<file path="src/rtl/menu_countdown_fsm_pkg.sv">
// Shared game-flow state codes; the VGA display block decodes the same values.
// Latency: n/a (types and constants only). Backpressure: n/a.
// Also provides a counter-width helper that never returns zero bits.
package menu_countdown_fsm_pkg;

    typedef enum logic [2:0] {
        ST_MENU_P1 = 3'b000,
        ST_MENU_P2 = 3'b001,
        ST_CD3     = 3'b011,
        ST_CD2     = 3'b100,
        ST_CD1     = 3'b101,
        ST_GAME    = 3'b110
    } game_state_t;

    function automatic int unsigned cnt_width(input int unsigned n);
        return (n > 1) ? $clog2(n) : 1;
    endfunction

endpackage

</file>
<file path="src/rtl/menu_countdown_fsm_key_conditioner.sv">
// Synchronises and debounces one active-low pushbutton, emitting a 1-cycle press pulse.
// Latency: 2 + DEBOUNCE_CYCLES cycles from raw press to pulse. Backpressure: none.
// Releases are debounced the same way but produce no pulse.
module key_conditioner
    import menu_countdown_fsm_pkg::*;
#(
    parameter int DEBOUNCE_CYCLES = 250_000
) (
    input  logic clk,
    input  logic rst_n,
    input  logic key_n,
    output logic press
);

    localparam int CW = cnt_width(DEBOUNCE_CYCLES);
    localparam logic [CW-1:0] CNT_MAX = CW'(DEBOUNCE_CYCLES - 1);

    logic          sync1;
    logic          sync2;
    logic          level;
    logic [CW-1:0] cnt;
    logic          settle;

    // The counter only runs while the synced level disagrees with the accepted one,
    // so any bounce back to the accepted level restarts the stability window.
    assign settle = (sync2 != level) && (cnt == CNT_MAX);
    assign press  = settle && !sync2;

    always_ff @(posedge clk or negedge rst_n) begin
        if (!rst_n) begin
            sync1 <= 1'b1;
            sync2 <= 1'b1;
            level <= 1'b1;
            cnt   <= '0;
        end else begin
            sync1 <= key_n;
            sync2 <= sync1;
            if (sync2 == level) begin
                cnt <= '0;
            end else if (settle) begin
                level <= sync2;
                cnt   <= '0;
            end else if (cnt != CNT_MAX) begin
                cnt <= cnt + 1'b1;
            end
        end
    end

endmodule

</file>
<file path="src/rtl/menu_countdown_fsm.sv">
// Game-flow controller: menu P1/P2 select -> 3-2-1 countdown -> game, driving the VGA state bus.
// Latency: state changes on the clock edge after a conditioned key pulse or timer expiry.
// Backpressure: none; key pulses outside the menu and game_over outside GAME are dropped.
module menu_countdown_fsm
    import menu_countdown_fsm_pkg::*;
#(
    parameter int TICKS_PER_SEC   = 25_000_000,
    parameter int DEBOUNCE_CYCLES = 250_000
) (
    input  logic       clk,
    input  logic       rst_n,
    input  logic       key_sel_n,
    input  logic       key_ok_n,
    input  logic       game_over,
    output logic [2:0] state,
    output logic       two_player,
    output logic       game_start
);

    localparam int TW = cnt_width(TICKS_PER_SEC);
    localparam logic [TW-1:0] TICK_MAX = TW'(TICKS_PER_SEC - 1);

    game_state_t   state_q;
    game_state_t   state_d;
    logic [TW-1:0] sec_q;
    logic [TW-1:0] sec_d;
    logic          two_player_d;
    logic          game_start_d;
    logic          sel_press;
    logic          ok_press;
    logic          sec_done;

    key_conditioner #(.DEBOUNCE_CYCLES(DEBOUNCE_CYCLES)) u_sel (
        .clk   (clk),
        .rst_n (rst_n),
        .key_n (key_sel_n),
        .press (sel_press)
    );

    key_conditioner #(.DEBOUNCE_CYCLES(DEBOUNCE_CYCLES)) u_ok (
        .clk   (clk),
        .rst_n (rst_n),
        .key_n (key_ok_n),
        .press (ok_press)
    );

    assign sec_done = (sec_q == TICK_MAX);
    assign state    = state_q;

    always_ff @(posedge clk or negedge rst_n) begin
        if (!rst_n) begin
            state_q    <= ST_MENU_P1;
            sec_q      <= '0;
            two_player <= 1'b0;
            game_start <= 1'b0;
        end else begin
            state_q    <= state_d;
            sec_q      <= sec_d;
            two_player <= two_player_d;
            game_start <= game_start_d;
        end
    end

    // The timer idles at zero outside the countdown, so each digit starts from a clean count.
    always_comb begin
        state_d      = state_q;
        sec_d        = '0;
        two_player_d = two_player;
        game_start_d = 1'b0;
        case (state_q)
            ST_MENU_P1: begin
                if (ok_press) begin
                    state_d      = ST_CD3;
                    two_player_d = 1'b0;
                end else if (sel_press) begin
                    state_d = ST_MENU_P2;
                end
            end
            ST_MENU_P2: begin
                if (ok_press) begin
                    state_d      = ST_CD3;
                    two_player_d = 1'b1;
                end else if (sel_press) begin
                    state_d = ST_MENU_P1;
                end
            end
            ST_CD3: begin
                if (sec_done) state_d = ST_CD2;
                else          sec_d   = sec_q + 1'b1;
            end
            ST_CD2: begin
                if (sec_done) state_d = ST_CD1;
                else          sec_d   = sec_q + 1'b1;
            end
            ST_CD1: begin
                if (sec_done) begin
                    state_d      = ST_GAME;
                    game_start_d = 1'b1;
                end else begin
                    sec_d = sec_q + 1'b1;
                end
            end
            ST_GAME: begin
                if (game_over) state_d = ST_MENU_P1;
            end
            default: state_d = ST_MENU_P1;
        endcase
    end

endmodule

</file>
<file path="config.mk">
export PLATFORM = sky130hd
export DESIGN_NAME = menu_countdown_fsm
export DESIGN_NICKNAME = d
export VERILOG_FILES = /design/src/rtl/menu_countdown_fsm_pkg.sv /design/src/rtl/menu_countdown_fsm_key_conditioner.sv /design/src/rtl/menu_countdown_fsm.sv
export SDC_FILE = /design/constraint.sdc
export NUM_CORES = 1
export LEC_CHECK = 0
export ABC_CLOCK_PERIOD_IN_PS = 1900
export CAP_MARGIN = 20
export CORE_MARGIN = 4
export CORE_UTILIZATION = 40
export CTS_CLUSTER_DIAMETER = 80
export CTS_CLUSTER_SIZE = 8
export DETAILED_ROUTE_END_ITERATION = 8
export PLACE_DENSITY = 0.67
export SETUP_SLACK_MARGIN = 0.2
export SYNTH_ARGS = -nofsm -noshare
export SYNTH_HDL_FRONTEND = slang
export SYNTH_SLANG_ARGS = --single-unit
export TNS_END_PERCENT = 100
</file>
<file path="constraint.sdc">
create_clock -name clk -period 1.9 [get_ports clk]
set_clock_uncertainty 0.05 [all_clocks]
set_input_delay 0.19 -clock clk [delete_from_list [all_inputs] [get_ports clk]]
set_output_delay 0.19 -clock clk [all_outputs]
set_load 0.005 [all_outputs]
</file>
==> summary.md <==
| Metric | Value |
|---|---|
| Outcome | `finished clean` |
| Layout cells sized above 1 | `37.8%` |
| Peak Freq | `528 MHz` |
| Instance count on the critical path | `6` |
| First-pass GRT wire length | `12,100 µm` |
| CTS Buf Count | `9` |
| Syn Inst Count | `352` |
| HP Start | `key_sel_n` |
| Starting Density | `41.3%` |
| Synth Warn # | `0` |
| Slowest stage cell on the critical path | `or4b_4` |
| Setup TNS | `0 ns` |
| RSZ-0062 raised after global routing | `yes` |
| PortBufs | `9` |
| Startpoint types | `flip-flop` |
| Fin crit share | `99.7%` |
| Congestion Overflow GR | `0` |
| Critical Path Source | `sec_q[10]$_DFF_PN0_` |
| Clock Sink Count | `72` |
| Power Dens Cells | `664 nW/µm²` |
| Maximum fanout along the worst path | `7` |
| DRC viols | `0` |
| Vias in the first global route | `2,652` |
| P_sw | `688 µW` |
| Predominant post-synthesis flop cell | `dfrtp_1` |
| Die ar. | `10,600 µm²` |
| Max-cap violation count | `0` |
| Vias/cell | `5.25` |
| Register-to-register setup slack | `0.006 ns` |
| Longest Clk Path Bufs | `2` |
| Overall Global Routing Usage | `14.6%` |
| Origin of the critical flop-to-flop path | `sec_q[10]$_DFF_PN0_` |
| HP Class | `in2reg` |
| Final Core Density | `55.1%` |
| Sequential power share | `49.1%` |
| DR iter-0 viols | `97` |
| Largest net degree at the start of global routing | `25` |
| CP Class | `reg2reg` |
| Register area share after synthesis | `50.2%` |
| Syn Area/Cell | `10.2 µm²` |
| Clock root cell | `clkbuf_8` |
| Total Wirelength | `7850 µm` |
| Worst path cell trace | `or4b_4, nor4_4, nand2_2, o21ai_4, clkbuf_16, nor2_2` |
| Internal cell power | `2500 µW` |
| Maximum VDD drop | `0.339 mV` |
| Clock slew at reported path FFs | `0.08 ns` |
| Netlist cell types | `41` |
| Avg WL per Cell | `14.8 µm` |
| Post-Syn Area | `3600 µm²` |
| Number of synthesized flops with an enable pin | `0` |
| Final setup viols | `0` |
| Die Y | `103 µm` |
| Nets@finish | `424` |
| Die X | `103 µm` |
| Actual slew at the worst max-slew pin | `0.616 ns` |
| Combinational share of power | `3.2%` |
| RePlAce Congestion | `0.790` |
| Crit. End Element | `flip-flop` |
| R2R depth | `6` |
| Area Overhead vs Synth | `33.4%` |
| Slowest stage delay, CP | `0.57 ns` |
| Vias | `2,778` |
| Period minus WS final | `1.89 ns` |
| Required time of the critical path | `2.09 ns` |
| Worst setup path end | `sec_q[12]$_DFF_PN0_` |
| Site Rows | `34` |
| R2R Path End | `sec_q[12]$_DFF_PN0_` |
| Switch share | `21.6%` |
| CTS H-Tree Depth | `3` |
| Final hold viol count | `0` |
| Clk pwr share | `47.7%` |
| # IOs | `10` |
| Synthesized flop and latch total | `72` |
| Cell family with most CP delay | `simple AND/OR/NAND/NOR gates` |
| DPL Wire Length | `4970 µm` |
| Syn nets | `360` |
| First-pass DRT Iterations | `4` |
| Async S/R FF share, synth | `100%` |
| Pins Over Slew Limit | `0` |
| Clock Latency Late Sink | `0.35 ns` |
| Slew margin rel. | `59.0%` |
| Leakage | `0.00194 µW` |
| Core Area | `8720 µm²` |
| Number of antenna violations at the first check in global routing | `0` |
| N_diodes | `0` |
| Buffer and inverter count on the worst path | `1` |
| Data arrival, critical path | `2.09 ns` |
| TritonCTS clock tree | `built` |
| ANT nets after route | `0` |
==> final cells by class <==
type                            instances  area (µm²)
Clock buffer                           10         138
Multi-Input combinational cell        268        2050
Fill cell                             706        3920
Clock inverter                          6         114
Timing Repair Buffer                   55         517
Sequential cell                        72        1810
Inverter                               10        37.5
Tap cell                              108         135
==> worst min-delay path by stage <==
stage / to / depth (start not counted)
after global placement: sec_q[20]$_DFF_PN0_ / 1
after floorplan: game_start$_DFF_PN0_ / 0
final: u_sel.sync1$_DFF_PN1_ / 1
after CTS: u_sel.sync1$_DFF_PN1_ / 1
after detailed placement: sec_q[20]$_DFF_PN0_ / 1
after global routing: u_sel.sync1$_DFF_PN1_ / 1
==> synthesized netlist by cell type (2+ instances only) <==
master / count / share of area (%)
mux2_2: 3 / 0.94
inv_1: 10 / 1.0
and2_1: 4 / 0.69
or4_4: 2 / 0.63
nor4_1: 12 / 2.1
and3_1: 9 / 1.6
nand4_1: 14 / 2.4
ha_1: 3 / 1.0
nand2_1: 19 / 2.0
xor2_1: 28 / 6.8
nor2_1: 53 / 5.5
and4_1: 7 / 1.7
nor4_2: 2 / 0.69
buf_2: 3 / 0.42
nand3_1: 29 / 4.0
xnor2_1: 29 / 7.1
nor4b_1: 2 / 0.49
dfrtp_1: 66 / 46
dfstp_2: 6 / 4.4
nor2b_1: 2 / 0.35
nor2_2: 20 / 3.5
nor3_1: 8 / 1.1
or2_2: 2 / 0.35
buf_12: 2 / 1.1
==> stage by stage <==
stage / std cells / area (µm²) / total power [µW] / hold slack (ns) / setup WS (ns)
final: 529 / 4800 / 3190 / 0.197 / 0.00594
after global routing: 529 / 4800 / 3300 / 0.191 / -0.0468
after CTS: 518 / 4440 / 3200 / 0.189 / 0.00929
after detailed placement: 500 / 4140 / 1680 / 0.194 / 0.0306
after global placement: 500 / 4140 / 1680 / 0.179 / 0.0801
after floorplan: 352 / 3640 / 1620 / -0.156 / 0.0700
==> registers in the layout (all words and copies together) (netlist names), 3 cells and up <==
register,count
u_ok.cnt,18
state,3
u_sel.cnt,18
sec_q,25
==> logic make-up (layout without fill, tap and decap cells) <==
| group | Yosys count | after routing | share of synthesized area [%] |
|---|---|---|---|
| XOR/XNOR | 57 | 57 | 13.9 |
| AND/OR/NAND/NOR | 193 | 196 | 29.2 |
| adder cells (fa/ha/maj) | 3 | 3 | 1.04 |
| multiplexers | 4 | 4 | 1.22 |
| AO/OA/AOI/OAI | 8 | 8 | 1.88 |
| buffers and inverters | 15 | 81 | 2.57 |
| flip-flops | 72 | 72 | 50.2 |
==> power by group through the flow <==
stage          Clock, µW  Sequential [µW]  Combinational (µW)
2_1_floorplan          0             1590                29.9
3_3_place_gp           0             1590                87.6
3_5_place_dp           0             1590                89.4
4_1_cts             1550             1560                94.7
5_1_grt             1620             1570                 117
6_report            1520             1560                 103
==> layer usage <==
metal / share of wire, % / wire length, µm / GRT usage [%]
met4: 2.6 / 207 / 5.68
met2: 48 / 3770 / 23.3
met5: 0 / 0 / 0
met1: 47 / 3650 / 19.3
met3: 2.8 / 217 / 3.25
==> cells in the final DEF, fill, tap and decap left out, types with 2 or more instances in the layout <==
master	synthesis	layout
dfrtp_1	66	63
buf_4	0	38
nor2_2	20	34
nor2_1	53	31
xnor2_1	29	29
xor2_1	28	28
nand3_1	29	24
nand2_1	19	16
nand4_1	14	14
inv_1	10	10
clkbuf_8	0	10
and3_1	9	8
nor2_4	0	8
nor4_2	2	8
clkdlybuf4s50_1	0	8
and4_1	7	7
dfstp_2	6	6
nor4_4	1	5
buf_12	2	5
nand3_2	0	4
or2_4	0	4
nor3_1	8	4
nand2_2	1	4
and2_1	4	3
nor3_4	0	3
bufinv_16	0	3
dfrtp_2	0	3
nor4b_2	0	2
nor2b_1	2	2
or4_4	2	2
nor4_1	12	2
mux2_4	0	2
ha_1	3	2
clkinvlp_4	0	2
==> repair_timing <==
item | CTS | global route
pin swaps | 2 | 33
endpoints found under the setup margin | 49 | 69
hold buffers | 1 | 0
endpoints found under the hold margin | 21 | 0
gates resized for setup | 8 | 63
gates cloned | 1 | 3
buffers inserted | 0 | 8
(Power assumes the default switching activity.)
==> patch 1 (same flow settings) <==
`DEBOUNCE_CYCLES` is set to 250_000 in 2 places; all go to 500_000.
--- a/src/rtl/menu_countdown_fsm_key_conditioner.sv
+++ b/src/rtl/menu_countdown_fsm_key_conditioner.sv
@@ -5,5 +5,5 @@
     import menu_countdown_fsm_pkg::*;
 #(
-    parameter int DEBOUNCE_CYCLES = 250_000
+    parameter int DEBOUNCE_CYCLES = 500_000
 ) (
     input  logic clk,
--- a/src/rtl/menu_countdown_fsm.sv
+++ b/src/rtl/menu_countdown_fsm.sv
@@ -6,5 +6,5 @@
 #(
     parameter int TICKS_PER_SEC   = 25_000_000,
-    parameter int DEBOUNCE_CYCLES = 250_000
+    parameter int DEBOUNCE_CYCLES = 500_000
 ) (
     input  logic       clk,
Formal check against the unedited RTL: same outputs for any inputs over 10 cycles, from zero or initial values and one cycle with rst_n low; that may be too few to reach the edited logic, so the function may still have changed.
==> patch 1 against the unedited design <==
The run now ends with setup timing left; global-route usage is 1.1 points higher; synthesized cell count is 4.0% higher; non-clock buffer count is 11 higher; power is 6.0% lower; via count is 5.3% higher; sequential cell count is 2 higher; sequential power is 3% higher; setup slack worse by 0.046 ns; area after synthesis is 1.1% higher; worst hold slack better by 0.0090 ns; wire length is 4.2% higher; cell area is 2.7% higher; maximum frequency is 2.4% lower.
==> patch 1: results (changes against the unedited design) <==
<table>
<tr><th>Metric</th><th>Value</th></tr>
<tr><th colspan="2">Global routing</th></tr>
<tr><td>Largest net degree at the start of global routing</td><td>45 (was 25)</td></tr>
<tr><td>Overall Global Routing Usage</td><td>15.7% (was 14.6%)</td></tr>
<tr><td>Met3 demand-to-capacity share in global routing</td><td>3.96% (was 3.25%)</td></tr>
<tr><td>Met1 layer usage reported by global route</td><td>21.7% (was 19.3%)</td></tr>
<tr><th colspan="2">Layout</th></tr>
<tr><td>Largest registers</td><td>sec_q (25), u_ok.cnt (19), u_sel.cnt (19) (was sec_q (25), u_ok.cnt (18), u_sel.cnt (18))</td></tr>
<tr><td>Share of cells above drive strength 1</td><td>34.5% (was 37.8%)</td></tr>
<tr><th colspan="2">Timing</th></tr>
<tr><td>Final WS setup</td><td>-0.0397 ns (was 0.00594 ns)</td></tr>
<tr><td>Setup Total Neg Slack</td><td>-0.0397 ns (was 0 ns)</td></tr>
<tr><td>Setup Viol. Count Final</td><td>1 (was 0)</td></tr>
<tr><th colspan="2">Power and ir drop</th></tr>
<tr><td>Lkg Pwr</td><td>2.05 nW (was 1.94 nW)</td></tr>
<tr><td>Share of power burned in combinational logic</td><td>3.6% (was 3.2%)</td></tr>
<tr><td>Power Combinational</td><td>0.108 mW (was 0.103 mW)</td></tr>
<tr><td>Sequential share of power</td><td>53.5% (was 49.1%)</td></tr>
<tr><th colspan="2">Routing</th></tr>
<tr><td>Wire length on met2</td><td>3.99 mm (was 3.77 mm)</td></tr>
<tr><td>DR iter-0 viols</td><td>123 (was 97)</td></tr>
<tr><td>Met1 Routed Length</td><td>3.82 mm (was 3.65 mm)</td></tr>
<tr><td>Post-DR vias/cell</td><td>5.34 (was 5.25)</td></tr>
<tr><th colspan="2">Placed design</th></tr>
<tr><td>HPWL after detailed placement</td><td>4.63 mm (was 4.97 mm)</td></tr>
<tr><td>Minimum setup slack after placement</td><td>-0.0541 ns (was 0.0306 ns)</td></tr>
<tr><th colspan="2">Worst setup path</th></tr>
<tr><td>R2r endpoint</td><td>two_player (was sec_q[12])</td></tr>
<tr><td>Maximum cell stage delay along the critical path</td><td>0.55 ns (was 0.57 ns)</td></tr>
<tr><th colspan="2">Run status</th></tr>
<tr><td>Run status</td><td>complete, but fails checks (was completed)</td></tr>
<tr><td>Failing checks</td><td>setup timing</td></tr>
<tr><th colspan="2">Synth</th></tr>
<tr><td>Unique cell type count in the Yosys netlist</td><td>45 (was 41)</td></tr>
<tr><td>Dominant cells by area after synthesis</td><td>sky130_fd_sc_hd__dfrtp_1 47%, sky130_fd_sc_hd__xnor2_1 7.9%, sky130_fd_sc_hd__nor2_1 7.1% (was sky130_fd_sc_hd__dfrtp_1 46%, sky130_fd_sc_hd__xnor2_1 7.1%, sky130_fd_sc_hd__xor2_1 6.8%)</td></tr>
</table>
-- patch 1: cell types whose count changed after synthesis, sizes merged, moves of 3 or more --
cell    unedited run  this run
nor3               8        16
clkbuf             0         7
nor2              73        69
nor4              15        11
xnor2             29        33
xor2              28        24
and2               4         1
nand3             29        26
or3                0         3
-- patch 1: what timing repair did --
item / CTS / global route
endpoints found under the setup margin: 68 / 70
hold endpoints to repair: 30 / 0
cloned: 5 / 3
pin swaps: 22 / 22
hold buffers: 1 / 0
buffers inserted: 16 / 9
resized for setup: 65 / 32
-- patch 1: kinds of logic (layout without fill, tap and decap cells) --
family / after synthesis / count (layout) / share of synthesized area [%]
AND/OR/NAND/NOR: 192 / 195 / 27.0
flip-flops: 74 / 74 / 51.0
XOR/XNOR: 57 / 57 / 13.7
buffers and inverters: 22 / 91 / 2.75
AO/OA/AOI/OAI: 14 / 16 / 3.23
multiplexers: 4 / 4 / 1.30
adder cells (fa/ha/maj): 3 / 3 / 1.03
-- patch 1: worst max path at each step --
stage,start,end,depth (start not counted)
6_report,u_ok.cnt[5],two_player,5
5_1_grt,u_ok.cnt[14],two_player,5
4_1_cts,u_ok.cnt[5],two_player,5
3_5_place_dp,u_ok.cnt[6],two_player,5
3_3_place_gp,u_ok.cnt[5],two_player,5
2_1_floorplan,u_ok.cnt[7],two_player,5
-- patch 1: area by class of cell --
type | instances | area (sq um) | share of cell area (%)
clock buffer | 10 | 138 | 2.79
clock inverter | 6 | 71.3 | 1.45
inverter | 9 | 33.8 | 0.685
multi-input combinational | 275 | 2070 | 42.0
sequential | 74 | 1860 | 37.7
tap | 108 | 135 | 2.74
timing repair buffer | 66 | 621 | 12.6
==> patch 2 (config.mk and constraints unchanged) <==
Made on the original files. Register the output `two_player` once more, with the module's reset; this adds one clock of latency there. The other outputs are not delayed to match.
--- a/src/rtl/menu_countdown_fsm.sv
+++ b/src/rtl/menu_countdown_fsm.sv
@@ -20,4 +20,6 @@
     localparam int TW = cnt_width(TICKS_PER_SEC);
     localparam logic [TW-1:0] TICK_MAX = TW'(TICKS_PER_SEC - 1);
+
+    logic two_player_s0;
 
     game_state_t   state_q;
@@ -52,10 +54,10 @@
             state_q    <= ST_MENU_P1;
             sec_q      <= '0;
-            two_player <= 1'b0;
+            two_player_s0 <= 1'b0;
             game_start <= 1'b0;
         end else begin
             state_q    <= state_d;
             sec_q      <= sec_d;
-            two_player <= two_player_d;
+            two_player_s0 <= two_player_d;
             game_start <= game_start_d;
         end
@@ -66,5 +68,5 @@
         state_d      = state_q;
         sec_d        = '0;
-        two_player_d = two_player;
+        two_player_d = two_player_s0;
         game_start_d = 1'b0;
         case (state_q)
@@ -108,4 +110,12 @@
     end
 
+    always_ff @(posedge clk or negedge rst_n) begin
+        if (!rst_n) begin
+            two_player <= '0;
+        end else begin
+            two_player <= two_player_s0;
+        end
+    end
+
 endmodule
 
Formal check against the unedited RTL: no difference found for any inputs over 10 cycles, from zero or initial values and one cycle with rst_n low; that may be too few to reach the edited logic, so the function may still have changed.
==> patch 2 against the unedited design <==
The flow now finishes with violations (setup timing); critical path type unchanged; maximum frequency fell by 7.3%; power grew 5.2%; sequential cell count grew 1; sequential share of layout area up 1.1 points; wire length down 3.1%; cell area down 1.7%; area after synthesis down 3.1%; clock power is 7% higher; largest power group is now clock; setup slack worse by 0.15 ns; count of clock-buffer cells in the layout decreased by 1.
==> patch 2: results (changes against the unedited design) <==
<table>
<tr><th>Metric</th><th>Value</th></tr>
<tr><th colspan="2">Layout</th></tr>
<tr><td>Number of signal-net buffers in the layout</td><td>61 (was 55)</td></tr>
<tr><td>Multi-input combinational cell count</td><td>262 (was 268)</td></tr>
<tr><td>Number of nets in the finished design</td><td>423 (was 424)</td></tr>
<tr><td>Layout inverter count without the clock tree</td><td>8 (was 10)</td></tr>
<tr><td>Fill cell total of the finished layout</td><td>693 (was 706)</td></tr>
<tr><td>Share of cells above drive strength 1</td><td>31.9% (was 37.8%)</td></tr>
<tr><td>Fraction of cell area in non-clock buffers</td><td>11.4% (was 10.8%)</td></tr>
<tr><th colspan="2">Timing</th></tr>
<tr><td>Final WS setup</td><td>-0.143 ns (was 0.00594 ns)</td></tr>
<tr><td>Setup Viol. Count Final</td><td>28 (was 0)</td></tr>
<tr><td>Tightest Pin Transition</td><td>0.936 ns (was 0.616 ns)</td></tr>
<tr><th colspan="2">Routing</th></tr>
<tr><td>Routed via count</td><td>2744 (was 2778)</td></tr>
<tr><td>Wire length on met2</td><td>3.89 mm (was 3.77 mm)</td></tr>
<tr><td>Met1 Routed Length</td><td>3.39 mm (was 3.65 mm)</td></tr>
<tr><td>Routed len/inst</td><td>14.5 um (was 14.8 um)</td></tr>
<tr><th colspan="2">Power and ir drop</th></tr>
<tr><td>Lkg Pwr</td><td>1.91 nW (was 1.94 nW)</td></tr>
<tr><td>Sw Pwr</td><td>0.716 mW (was 0.688 mW)</td></tr>
<tr><th colspan="2">Synth</th></tr>
<tr><td>Unique cell type count in the Yosys netlist</td><td>36 (was 41)</td></tr>
<tr><td>Avg Inst Size Synth</td><td>10.1 sq um (was 10.2 sq um)</td></tr>
<tr><td>Dominant cells by area after synthesis</td><td>sky130_fd_sc_hd__dfrtp_1 48%, sky130_fd_sc_hd__nor2_1 7.8%, sky130_fd_sc_hd__xnor2_1 7.3% (was sky130_fd_sc_hd__dfrtp_1 46%, sky130_fd_sc_hd__xnor2_1 7.1%, sky130_fd_sc_hd__xor2_1 6.8%)</td></tr>
<tr><th colspan="2">Placed design</th></tr>
<tr><td>Post-placement cell count</td><td>488 (was 500)</td></tr>
<tr><th colspan="2">Clock network</th></tr>
<tr><td>Clock sinks</td><td>73 (was 72)</td></tr>
<tr><th colspan="2">Run status</th></tr>
<tr><td>Failing checks</td><td>setup timing</td></tr>
<tr><td>Run status</td><td>complete, but fails checks (was completed)</td></tr>
<tr><th colspan="2">Worst setup path</th></tr>
<tr><td>Arr. time, crit path</td><td>2.23 ns (was 2.09 ns)</td></tr>
<tr><td>Worst path slowest cell</td><td>sky130_fd_sc_hd__or4_4 (was sky130_fd_sc_hd__or4b_4)</td></tr>
<tr><th colspan="2">Global routing</th></tr>
<tr><td>Met1 layer usage reported by global route</td><td>19.9% (was 19.3%)</td></tr>
</table>
patch 2: worst reg2reg max path, stage by stage (launching register included):
cell and delay (ns):
sky130_fd_sc_hd__dfrtp_1 0.40, sky130_fd_sc_hd__nor4b_2 0.33, sky130_fd_sc_hd__nand4_1 0.20, sky130_fd_sc_hd__or4_4 0.55, sky130_fd_sc_hd__a2111oi_4 0.31, sky130_fd_sc_hd__nor3b_2 0.08
patch 2: logic make-up (layout without fill, tap and decap cells):
kind of cell / after synthesis / count (layout) / share of synthesized area, %
buf+inv: 16 / 85 / 1.93
compound gates: 8 / 8 / 2.01
fa+ha+maj: 3 / 3 / 1.07
mux: 3 / 3 / 0.967
simple gates: 185 / 191 / 27.2
flops: 73 / 73 / 52.5
xor+xnor: 57 / 57 / 14.3
patch 2: worst paths after layout:
check	from	endpoint	slack, ns	cells past startpoint
max	sec_q[17]	state[0]	-0.14	5
min	key_ok_n	u_ok.sync1	0.19	1
max reg2reg	sec_q[17]	state[0]	-0.14	5
min reg2reg	u_sel.sync1	u_sel.sync2	0.31	0
max in group asynchronous	rst_n	u_sel.sync1	0.87	3
min in group asynchronous	rst_n	u_ok.cnt[5]	0.30	2
patch 2: stage by stage:
step	hold slack, ns	setup TNS [ns]	worst slack [ns]
after global routing	0.162	-4.63	-0.240
after detailed placement	0.169	-1.43	-0.133
after floorplan	-0.156	-0.0684	-0.0684
after CTS	0.181	-0.156	-0.0940
after global placement	0.164	-0.0796	-0.0796
final	0.187	-2.47	-0.143
patch 2: repair_timing:
action | in CTS | in global routing
setup endpoints to repair | 49 | 67
hold buffers | 1 | 0
pin swaps | 10 | 39
cloned | 1 | 5
buffers inserted | 2 | 12
endpoints found under the hold margin | 18 | 0
resized for setup | 19 | 55
